**src/rtl/axi4_lite_arbiter.sv**
```systemverilog
`default_nettype none
// ============================================================================
// Module   : axi4_lite_arbiter
// Purpose  : Shares one AXI4-Lite master port between two requesters
//            (0 = IFU instruction fetch, 1 = LSU load/store). Round-robin
//            arbitration, one outstanding transaction at a time. Runs the
//            full AR->R read or AW+W->B write handshake for the granted
//            requester and returns data/response with a one-cycle done pulse.
// Ports    : iClock, iReset          - clock, synchronous active-high reset
//            iReqValid/Write [1:0]   - per-requester request valid / write flag
//            iReqAddr/Data/Mask      - per-requester payload, slice i = req i
//            oReqDone [1:0]          - one-cycle completion pulse per requester
//            oRspData, oRspResp      - read data / R or B response, valid
//                                      while oReqDone != 0, held afterwards
//            pAXI4_*                 - AXI4-Lite master (AR, R, AW, W, B)
// Revision : 1.0 - initial release
// ============================================================================
module axi4_lite_arbiter #(
  parameter int ADDR_WIDTH = 32,
  parameter int DATA_WIDTH = 32,
  parameter int MASK_WIDTH = 4,
  parameter int RESP_WIDTH = 2
) (
  input  logic                    iClock,
  input  logic                    iReset,
  // requester side
  input  logic [1:0]              iReqValid,
  input  logic [1:0]              iReqWrite,
  input  logic [2*ADDR_WIDTH-1:0] iReqAddr,
  input  logic [2*DATA_WIDTH-1:0] iReqData,
  input  logic [2*MASK_WIDTH-1:0] iReqMask,
  output logic [1:0]              oReqDone,
  output logic [DATA_WIDTH-1:0]   oRspData,
  output logic [RESP_WIDTH-1:0]   oRspResp,
  // AXI4-Lite master side
  input  logic                    pAXI4_ar_ready,
  output logic                    pAXI4_ar_valid,
  output logic [ADDR_WIDTH-1:0]   pAXI4_ar_bits_addr,
  input  logic                    pAXI4_r_valid,
  input  logic [DATA_WIDTH-1:0]   pAXI4_r_bits_data,
  input  logic [RESP_WIDTH-1:0]   pAXI4_r_bits_resp,
  output logic                    pAXI4_r_ready,
  input  logic                    pAXI4_aw_ready,
  output logic                    pAXI4_aw_valid,
  output logic [ADDR_WIDTH-1:0]   pAXI4_aw_bits_addr,
  input  logic                    pAXI4_w_ready,
  output logic                    pAXI4_w_valid,
  output logic [DATA_WIDTH-1:0]   pAXI4_w_bits_data,
  output logic [MASK_WIDTH-1:0]   pAXI4_w_bits_strb,
  input  logic                    pAXI4_b_valid,
  input  logic [RESP_WIDTH-1:0]   pAXI4_b_bits_resp,
  output logic                    pAXI4_b_ready
);

  typedef enum logic [2:0] {
    S_IDLE    = 3'd0,
    S_RD_ADDR = 3'd1,
    S_RD_DATA = 3'd2,
    S_WR_REQ  = 3'd3,
    S_WR_RESP = 3'd4,
    S_DONE    = 3'd5
  } state_t;

  state_t                  r_state;
  logic                    r_prio;    // requester favoured when both are valid
  logic                    r_grant;
  logic [ADDR_WIDTH-1:0]   r_addr;
  logic [DATA_WIDTH-1:0]   r_data;
  logic [MASK_WIDTH-1:0]   r_mask;
  logic                    r_ar_valid;
  logic                    r_r_ready;
  logic                    r_aw_valid;
  logic                    r_w_valid;
  logic                    r_b_ready;
  logic [1:0]              r_done;
  logic [DATA_WIDTH-1:0]   r_rsp_data;
  logic [RESP_WIDTH-1:0]   r_rsp_resp;

  logic                    w_any_req;
  logic                    w_grant_idx;
  logic                    w_grant_write;
  logic [ADDR_WIDTH-1:0]   w_grant_addr;
  logic [DATA_WIDTH-1:0]   w_grant_data;
  logic [MASK_WIDTH-1:0]   w_grant_mask;
  logic                    w_aw_clear;
  logic                    w_w_clear;

  // Round-robin pick: a lone requester wins outright, a tie goes to r_prio.
  always_comb begin
    w_any_req   = |iReqValid;
    w_grant_idx = (&iReqValid) ? r_prio : iReqValid[1];
    if (w_grant_idx) begin
      w_grant_write = iReqWrite[1];
      w_grant_addr  = iReqAddr[2*ADDR_WIDTH-1:ADDR_WIDTH];
      w_grant_data  = iReqData[2*DATA_WIDTH-1:DATA_WIDTH];
      w_grant_mask  = iReqMask[2*MASK_WIDTH-1:MASK_WIDTH];
    end else begin
      w_grant_write = iReqWrite[0];
      w_grant_addr  = iReqAddr[ADDR_WIDTH-1:0];
      w_grant_data  = iReqData[DATA_WIDTH-1:0];
      w_grant_mask  = iReqMask[MASK_WIDTH-1:0];
    end
  end

  // A write channel counts as finished if its valid already dropped or it
  // handshakes this cycle; AW and W may complete in either order.
  assign w_aw_clear = !r_aw_valid || pAXI4_aw_ready;
  assign w_w_clear  = !r_w_valid  || pAXI4_w_ready;

  always_ff @(posedge iClock) begin
    if (iReset) begin
      r_state    <= S_IDLE;
      r_prio     <= 1'b0;
      r_grant    <= 1'b0;
      r_addr     <= '0;
      r_data     <= '0;
      r_mask     <= '0;
      r_ar_valid <= 1'b0;
      r_r_ready  <= 1'b0;
      r_aw_valid <= 1'b0;
      r_w_valid  <= 1'b0;
      r_b_ready  <= 1'b0;
      r_done     <= 2'b00;
      r_rsp_data <= '0;
      r_rsp_resp <= '0;
    end else begin
      r_done <= 2'b00;
      case (r_state)
        S_IDLE: begin
          if (w_any_req) begin
            r_grant <= w_grant_idx;
            r_prio  <= ~w_grant_idx;
            r_addr  <= w_grant_addr;
            r_data  <= w_grant_data;
            r_mask  <= w_grant_mask;
            if (w_grant_write) begin
              r_aw_valid <= 1'b1;
              r_w_valid  <= 1'b1;
              r_state    <= S_WR_REQ;
            end else begin
              r_ar_valid <= 1'b1;
              r_state    <= S_RD_ADDR;
            end
          end
        end
        S_RD_ADDR: begin
          if (pAXI4_ar_ready) begin
            r_ar_valid <= 1'b0;
            r_r_ready  <= 1'b1;
            r_state    <= S_RD_DATA;
          end
        end
        S_RD_DATA: begin
          if (pAXI4_r_valid) begin
            r_r_ready  <= 1'b0;
            r_rsp_data <= pAXI4_r_bits_data;
            r_rsp_resp <= pAXI4_r_bits_resp;
            r_done     <= r_grant ? 2'b10 : 2'b01;
            r_state    <= S_DONE;
          end
        end
        S_WR_REQ: begin
          if (r_aw_valid && pAXI4_aw_ready) r_aw_valid <= 1'b0;
          if (r_w_valid  && pAXI4_w_ready)  r_w_valid  <= 1'b0;
          if (w_aw_clear && w_w_clear) begin
            r_b_ready <= 1'b1;
            r_state   <= S_WR_RESP;
          end
        end
        S_WR_RESP: begin
          if (pAXI4_b_valid) begin
            r_b_ready  <= 1'b0;
            r_rsp_data <= '0;
            r_rsp_resp <= pAXI4_b_bits_resp;
            r_done     <= r_grant ? 2'b10 : 2'b01;
            r_state    <= S_DONE;
          end
        end
        S_DONE: begin
          // r_done falls back to zero here, giving a single-cycle pulse.
          r_state <= S_IDLE;
        end
        default: r_state <= S_IDLE;
      endcase
    end
  end

  assign oReqDone           = r_done;
  assign oRspData           = r_rsp_data;
  assign oRspResp           = r_rsp_resp;
  assign pAXI4_ar_valid     = r_ar_valid;
  assign pAXI4_ar_bits_addr = r_addr;
  assign pAXI4_r_ready      = r_r_ready;
  assign pAXI4_aw_valid     = r_aw_valid;
  assign pAXI4_aw_bits_addr = r_addr;
  assign pAXI4_w_valid      = r_w_valid;
  assign pAXI4_w_bits_data  = r_data;
  assign pAXI4_w_bits_strb  = r_mask;
  assign pAXI4_b_ready      = r_b_ready;

endmodule
`default_nettype wire

```
**config.mk**
```make
export PLATFORM = sky130hd
export DESIGN_NAME = axi4_lite_arbiter
export DESIGN_NICKNAME = d
export VERILOG_FILES = /design/src/rtl/axi4_lite_arbiter.sv
export SDC_FILE = /design/constraint.sdc
export NUM_CORES = 1
export LEC_CHECK = 0
export CAP_MARGIN = 20
export CELL_PAD_IN_SITES_DETAIL_PLACEMENT = 1
export CELL_PAD_IN_SITES_GLOBAL_PLACEMENT = 1
export CORE_MARGIN = 2
export CORE_UTILIZATION = 23
export DETAILED_ROUTE_END_ITERATION = 8
export PLACE_DENSITY_LB_ADDON = 0.1
export SLEW_MARGIN = 0
export SYNTH_ARGS = -nofsm -noshare
export SYNTH_HDL_FRONTEND = slang
export SYNTH_SLANG_ARGS = --single-unit
```
**constraint.sdc**
```tcl
create_clock -name iClock -period 1.6 [get_ports iClock]
set_clock_uncertainty 0.15 [all_clocks]
set_input_delay 0.32 -clock iClock [delete_from_list [all_inputs] [get_ports iClock]]
set_output_delay 0.32 -clock iClock [all_outputs]
set_load 0.02 [all_outputs]
```
==> summary.md, run 1 <==
| Metric | Value |
|---|---|
| Detailed Route Iter0 Violations | `138` |
| Number of synthesized flops with an enable pin | `0` |
| Outcome | `complete, but fails checks` |
| Slew margin rel. | `78.9%` |
| Post-synthesis share of cell area spent on and, or, nand and nor gates | `19.2%` |
| Synthesized area per cell | `10.1 sq um` |
| Type of the most critical hold path | `input port to flip-flop` |
| Horizontal die dimension | `150 um` |
| Final worst path period share | `108%` |
| Maximum clock frequency | `0.579 GHz` |
| Xor-xnor portion of the synthesized cell area | `0%` |
| FILL cells | `2,328` |
| Overflow after GRT | `0` |
| Multiplexer share of the synthesized area | `7.39%` |
| Number of buffers on the longest clock path | `2` |
| Kind of start point of the critical path | `flip-flop` |
| Critical path class | `flip-flop to flip-flop` |
| Fraction of the mapped netlist area in adder cells | `0%` |
| Number of CTS-inserted buffers | `17` |
| Endpoints failing setup | `104` |
| Area used by sequential logic in the layout | `2290 sq um` |
| All-Layer GR Usage | `17.9%` |
| Register clock-pin slew on the reported worst setup and hold paths | `0.06 ns` |
| Final slew viol count | `0` |
| Failing checks | `negative setup slack` |
| Time the final worst path needs with I/O delays and setup | `1.73 ns` |
| RSZ-0062 raised after global routing | `true` |
| WL per Instance | `19.6 um` |
| Routed wire length | `21.7 mm` |
| Highest fanout seen on the critical path | `32` |
| Worst EP required | `1.74 ns` |
| Largest net degree at the start of global routing | `37` |
| Primary FF master, synth | `dfxtp_1` |
| Reg-to-reg slack, setup | `-0.13 ns` |
| Share of flip-flops with an asynchronous set or reset | `0%` |
| Antenna violations before repair | `1` |
| Combined area of the multi-input logic cells | `2250 sq um` |
| Reg2reg start | `r_state[2]` |
| Power per unit of standard cell area | `1250 nW/um^2` |
| Sequential area share after synthesis | `46.6%` |
| Initial cell density of the core | `23.3%` |
| Number of synthesized register bits | `114` |
| Global-route wire length before repair | `30.6 mm` |
| CTS tree | `built` |
| Leak | `0.00397 uW` |
| Maximum vdd drop | `0.609 mV` |
| Die boundary height | `150 um` |
| Final routed DRC violation total | `0` |
| Clk Latency, worst-skew pair | `0.41 ns` |
| CTS sink count | `114` |
| H-tree levels | `4` |
| DR vias | `5,084` |
| P&R area growth vs syn | `92.6%` |
| Placeable core area | `21,000 sq um` |
| Final weighted congestion in routability-driven placement | `0.737` |
| Compound-cell area share of the yosys netlist | `17.8%` |
| Post-Syn Instances | `482` |
| Capture instance of the worst register-to-register path | `pAXI4_ar_bits_addr[5]` |
| Netlist cell types | `39` |
| Leading cell type in the layout, fill and taps excluded | `clkdlybuf4s50_1` |
| Detailed placement HPWL | `14.4 mm` |
| Post-placement setup slack | `-0.442 ns` |
| Vias per Instance | `4.61` |
| Launching instance or port of the critical path | `r_state[2]` |
| Yosys warnings | `0` |
| Combinational family with the most area after synthesis | `simple AND/OR/NAND/NOR gates` |
| Hold WS | `0.304 ns` |
| I/O Buffers | `323` |
| Die area | `22,500 sq um` |
| Placement row count | `53` |
| Category of the worst setup path capture point | `flip-flop` |
| Syn_nets | `665` |
| Netlist Area Pre-Place | `4890 sq um` |
| Total number of nets in the final design | `998` |
| Worst Reg2Reg Path Length in Cells | `7` |
| Final-report hold violation count | `0` |
| Final critical-path setup slack | `-0.128 ns` |
| Remaining number of nets flagged by the antenna check after routing | `0` |
| MaxCap Viol Count | `0` |
| Pre-antenna DRT Iters | `4` |
| Critical path data arrival time | `1.87 ns` |
| # IOs | `324` |
| Tightest Pin Transition | `0.314 ns` |
| Via count of the first global-routing pass | `5,338` |
| Endpoint of the most critical setup path | `pAXI4_ar_bits_addr[5]` |
| Most used cells in the layout excluding fill and tap cells | `clkdlybuf4s50_1 (181), dfxtp_1 (111), dlygate4sd2_1 (72), a221o_1 (68), nor2_1 (43)` |
| Root buffer selected by CTS | `clkbuf_16` |
| Share of post-route cells with drive strength above 1 | `17.4%` |
cell usage after synthesis (all sizes together) (4+ instances only):
| library cell | number | area, sq um |
|---|---|---|
| clkbuf | 17 | 71.3 |
| a221o | 68 | 681 |
| a211oi | 5 | 42.5 |
| and2 | 68 | 425 |
| nand2 | 6 | 22.5 |
| nor2 | 44 | 168 |
| buf | 51 | 353 |
| inv | 4 | 15.0 |
| mux2i | 35 | 350 |
| a21oi | 7 | 38.8 |
| nor2b | 35 | 219 |
| dfxtp | 114 | 2280 |
registers in the layout (all words and copies together) (netlist names):
| register | count |
|---|---|
| oReqDone | 2 |
| oRspData | 32 |
| oRspResp | 2 |
| pAXI4_ar_bits_addr | 32 |
| pAXI4_ar_valid | 1 |
| pAXI4_aw_valid | 1 |
| pAXI4_b_ready | 1 |
| pAXI4_r_ready | 1 |
| pAXI4_w_bits_data | 32 |
| pAXI4_w_bits_strb | 4 |
| pAXI4_w_valid | 1 |
| r_grant | 1 |
| r_prio | 1 |
| r_state | 3 |
where the power goes:
| group | leakage (uW) | switching (uW) | total (uW) | internal, uW |
|---|---|---|---|---|
| Combinational | 0.00274 | 2060 | 4150 | 2100 |
| Sequential | 0.000934 | 302 | 3630 | 3320 |
| Clock | 0.000294 | 1430 | 4000 | 2570 |
metrics by stage:
stage               total power (uW)  setup TNS (ns)  cells  util [%]  instance area (sq um)
CTS                            11700           -8.73   1089      43.9                   9200
global placement                7580          -37.58   1038      39.9                   8370
global route                   12300          -15.87   1104      45.0                   9420
finish                         11800           -8.87   1104      45.0                   9420
floorplan                       5720           -1.32    482         -                   4920
detailed placement              7670          -43.52   1038      39.9                   8370
logic make-up (layout without fill, tap and decap cells):
kind of cell | Yosys count | after routing
AOI/OAI and AO/OA | 95 | 95
buffers and inverters | 72 | 418
DFF | 114 | 114
muxes | 36 | 36
other | 0 | 1
and+or+nand+nor | 165 | 165
worst min path at each step:
stage / from / to / slack [ns] / cells past startpoint
final: iReset / oRspData[26] / 0.30 / 3
after detailed placement: r_grant / oReqDone[0] / 0.30 / 1
after global routing: iReset / oRspData[25] / 0.31 / 3
after floorplan: r_grant / oReqDone[0] / 0.26 / 1
after global placement: r_grant / oReqDone[0] / 0.28 / 1
after CTS: iReset / oRspData[25] / 0.29 / 3
metal layers:
layer	up-vias	track usage, %	routed length (um)
met5	-	0	0
met3	19	5.85	1470
met1	2494	20.1	8760
met2	211	32.1	11100
met4	0	5.57	303
li1	2360	-	-
critical path, stage by stage, from the launching register on:
cell and delay (ns):
dfxtp_2 0.33, nor3_4 0.18, buf_6 0.14, buf_6 0.10, a21oi_4 0.08, buf_12 0.17
and2_1 0.17, a221o_1 0.26
layout make-up:
type	instances	area share, %
antenna	1	0.0266
timing repair buffer	382	41.4
tap	275	3.65
clock inverter	12	1.66
inverter	4	0.159
clock buffer	20	4.95
sequential	114	24.3
multi-input combinational	296	23.9
what timing repair did:
item | CTS | global route
pin swaps | 12 | 49
buffers inserted | 13 | 8
endpoints found under the hold margin | 0 | 0
gates cloned | 6 | 7
endpoints found under the setup margin | 244 | 199
gates resized for setup | 242 | 72
hold buffers | 0 | 0
(Power assumes the default switching activity.)
==> run 2, diff against run 1 <==
--- a/config.mk
+++ b/config.mk
@@ -8,6 +8,7 @@
 export CAP_MARGIN = 20
 export CELL_PAD_IN_SITES_DETAIL_PLACEMENT = 1
 export CELL_PAD_IN_SITES_GLOBAL_PLACEMENT = 1
+export CORE_ASPECT_RATIO = 1.4
 export CORE_MARGIN = 2
 export CORE_UTILIZATION = 23
 export DETAILED_ROUTE_END_ITERATION = 8
==> run 2 against run 1 <==
- the run still ends with negative setup slack left
- combinational power hardly changed
- setup slack worse by 0.061 ns
- hold slack worse by 0.20 ns
- wire length is 3.1% lower
- sequential cell count stayed put
- global-route usage is 0.21 points lower
- die area hardly changed
- non-clock buffer count is 6 higher
- register-to-register slack worse by 0.06 ns
- critical endpoint is now pAXI4_ar_bits_addr[3]
- highest routed layer unchanged
==> summary.md, run 2 (synthesis gave the netlist of run 1 again) <==
| Metric | Value |
|---|---|
| Share of post-route cells with drive strength above 1 | `21.6% (+4.2 points)` |
| Worst Reg2Reg Path Length in Cells | `7 (unchanged)` |
| Antenna violations before repair | `1 (unchanged)` |
| Die boundary height | `177 um (+18%)` |
| Register clock-pin slew on the reported worst setup and hold paths | `0.05 ns (about the same)` |
| Horizontal die dimension | `127 um (-15%)` |
| Final slew viol count | `0 (unchanged)` |
| DR vias | `5,000 (-1.7%)` |
| CTS tree | `built` |
| Power per unit of standard cell area | `1290 nW/um^2 (+3.4%)` |
| CTS sink count | `114 (unchanged)` |
| Reg-to-reg slack, setup | `-0.19 ns (-0.06 ns)` |
| Detailed Route Iter0 Violations | `141 (+2.2%)` |
| Launching instance or port of the critical path | `r_state[1]` |
| Most used cells in the layout excluding fill and tap cells | `clkdlybuf4s50_1 (180), dfxtp_1 (112), a221o_1 (68), clkdlybuf4s15_1 (64), and2_0 (47)` |
| # IOs | `324 (unchanged)` |
| Clk Latency, worst-skew pair | `0.41 ns (about the same)` |
| Type of the most critical hold path | `input port to flip-flop` |
| Critical path class | `flip-flop to flip-flop` |
| Endpoint of the most critical setup path | `pAXI4_ar_bits_addr[3]` |
| Global-route wire length before repair | `30.6 mm (about the same)` |
| Highest fanout seen on the critical path | `10 (-69%)` |
| Maximum clock frequency | `0.559 GHz (-3.4%)` |
| Number of buffers inserted for hold repair after clock tree synthesis | `0 (unchanged)` |
| P&R area growth vs syn | `92.0%` |
| Slew margin rel. | `78.7% (-0.13 points)` |
| Placeable core area | `21,000 sq um (+0.44%)` |
| Leading cell type in the layout, fill and taps excluded | `clkdlybuf4s50_1` |
| Routed wire length | `21.0 mm (-3.1%)` |
| Reg2reg start | `r_state[1]` |
| Final weighted congestion in routability-driven placement | `0.726 (-1.5%)` |
| Worst EP required | `1.80 ns (+0.06 ns)` |
| Final worst path period share | `112% (+3.8 points)` |
| Final critical-path setup slack | `-0.189 ns (-0.0612 ns)` |
| WL per Instance | `19.2 um (-2.3%)` |
| Overflow after GRT | `0 (unchanged)` |
| RSZ-0062 raised after global routing | `true` |
| Min-Delay Startpoint | `iReset` |
| Endpoints failing setup | `105 (+0.96%)` |
| Category of the worst setup path capture point | `flip-flop` |
| Pre-antenna DRT Iters | `4 (unchanged)` |
| Die area | `22,500 sq um (about the same)` |
| MaxCap Viol Count | `0 (unchanged)` |
| Total number of nets in the final design | `1,004 (+0.60%)` |
| Remaining number of nets flagged by the antenna check after routing | `0 (unchanged)` |
| Largest net degree at the start of global routing | `51 (+38%)` |
| Detailed placement HPWL | `14.5 mm (+0.44%)` |
| Time the final worst path needs with I/O delays and setup | `1.79 ns (+0.0612 ns)` |
| Kind of start point of the critical path | `flip-flop` |
| Via count of the first global-routing pass | `5,500 (+3.0%)` |
| Maximum vdd drop | `0.656 mV (+7.6%)` |
| Initial cell density of the core | `23.2% (-0.10 points)` |
| All-Layer GR Usage | `17.7% (-0.21 points)` |
| Failing checks | `negative setup slack` |
| Number of CTS-inserted buffers | `17 (unchanged)` |
| Total negative slack for setup checks | `-13.72 ns (-4.84 ns)` |
| Total power of the final layout | `12,100 uW (+3.1%)` |
| Leak | `0.00388 uW (-2.2%)` |
| I/O Buffers | `323 (unchanged)` |
| H-tree levels | `4 (unchanged)` |
| Capture instance of the worst register-to-register path | `pAXI4_ar_bits_addr[3]` |
| Number of buffers on the longest clock path | `2 (unchanged)` |
| Outcome | `complete, but fails checks` |
| Vias per Instance | `4.57 (-0.75%)` |
| Tightest Pin Transition | `0.318 ns (+0.00391 ns)` |
| Final routed DRC violation total | `0 (unchanged)` |
| Root buffer selected by CTS | `clkbuf_16` |
| Final-report hold violation count | `0 (unchanged)` |
| Placement row count | `63 (+19%)` |
| Critical path data arrival time | `1.99 ns (+0.12 ns)` |
[run 2: cell count changes in the layout (fill, tap and decap cells not counted), moves of 4 or more]
cell	delta
clkdlybuf4s15_2	-5
dlygate4sd2_1	-49
clkdlybuf4s15_1	+22
buf_4	+7
clkbuf_2	+31
and2_0	+15
and2_4	+4
and2_1	-19
[run 2: how the worst min path moves through the flow]
stage | end | slack, ns | cells past startpoint
after detailed placement | oReqDone[0] | 0.29 | 1
after global routing | r_prio | 0.11 | 2
after global placement | oReqDone[0] | 0.29 | 1
after floorplan | oReqDone[0] | 0.26 | 1
final | r_prio | 0.10 | 2
after CTS | r_prio | 0.09 | 2
[run 2: critical path, stage by stage, from the launching register on]
cell and delay (ns):
dfxtp_2 0.33, nor3_4 0.31, buf_4 0.18, nand3_2 0.12, nor2_4 0.14, buf_4 0.16, buf_6 0.17, a221o_1 0.17
[run 2: layout make-up]
type                    instances  area, sq um
diodes                          1         2.50
clock buffers                  21          460
clock inverters                10          205
fillers                      2370        11700
inverters                       4         15.0
multi-input cells             296         2270
flip-flops and latches        114         2280
well taps                     260          325
repair buffers                388         3830
[run 2: per-stage QoR]
step           cells  util (%)  setup slack, ns  area [sq um]  hold WS, ns
6_report        1094      44.6           -0.189          9400        0.103
5_1_grt         1094      44.6           -0.275          9400        0.110
4_1_cts         1075      44.0           -0.187          9250       0.0860
3_5_place_dp    1030      39.8           -0.530          8380        0.292
3_3_place_gp    1030      39.8           -0.461          8380        0.288
2_1_floorplan    482         -          -0.0658          4920        0.264
[run 2: routing by layer]
| metal | wire, um | vias to the layer above | track usage [%] | part of all wire [%] |
|---|---|---|---|---|
| li1 | - | 2367 | - | - |
| met1 | 8050 | 2392 | 19.2 | 38 |
| met2 | 11000 | 219 | 32.0 | 53 |
| met3 | 1530 | 22 | 5.79 | 7.3 |
| met4 | 369 | 0 | 6.27 | 1.8 |
| met5 | 0 | - | 0 | 0 |
[run 2: report_power, final]
part	internal (uW)	leakage (uW)	switching, uW
Clock	2990	0.000319	1380
Sequential	3320	0.000934	305
Combinational	2090	0.00263	2060
Total	8400	0.00388	3750
[run 2: what timing repair did]
item                                    in CTS  in global routing
cloned                                       6                  7
resized for setup                          237                140
endpoints found under the setup margin     247                207
setup buffers                                8                 13
pin swaps                                   10                 12
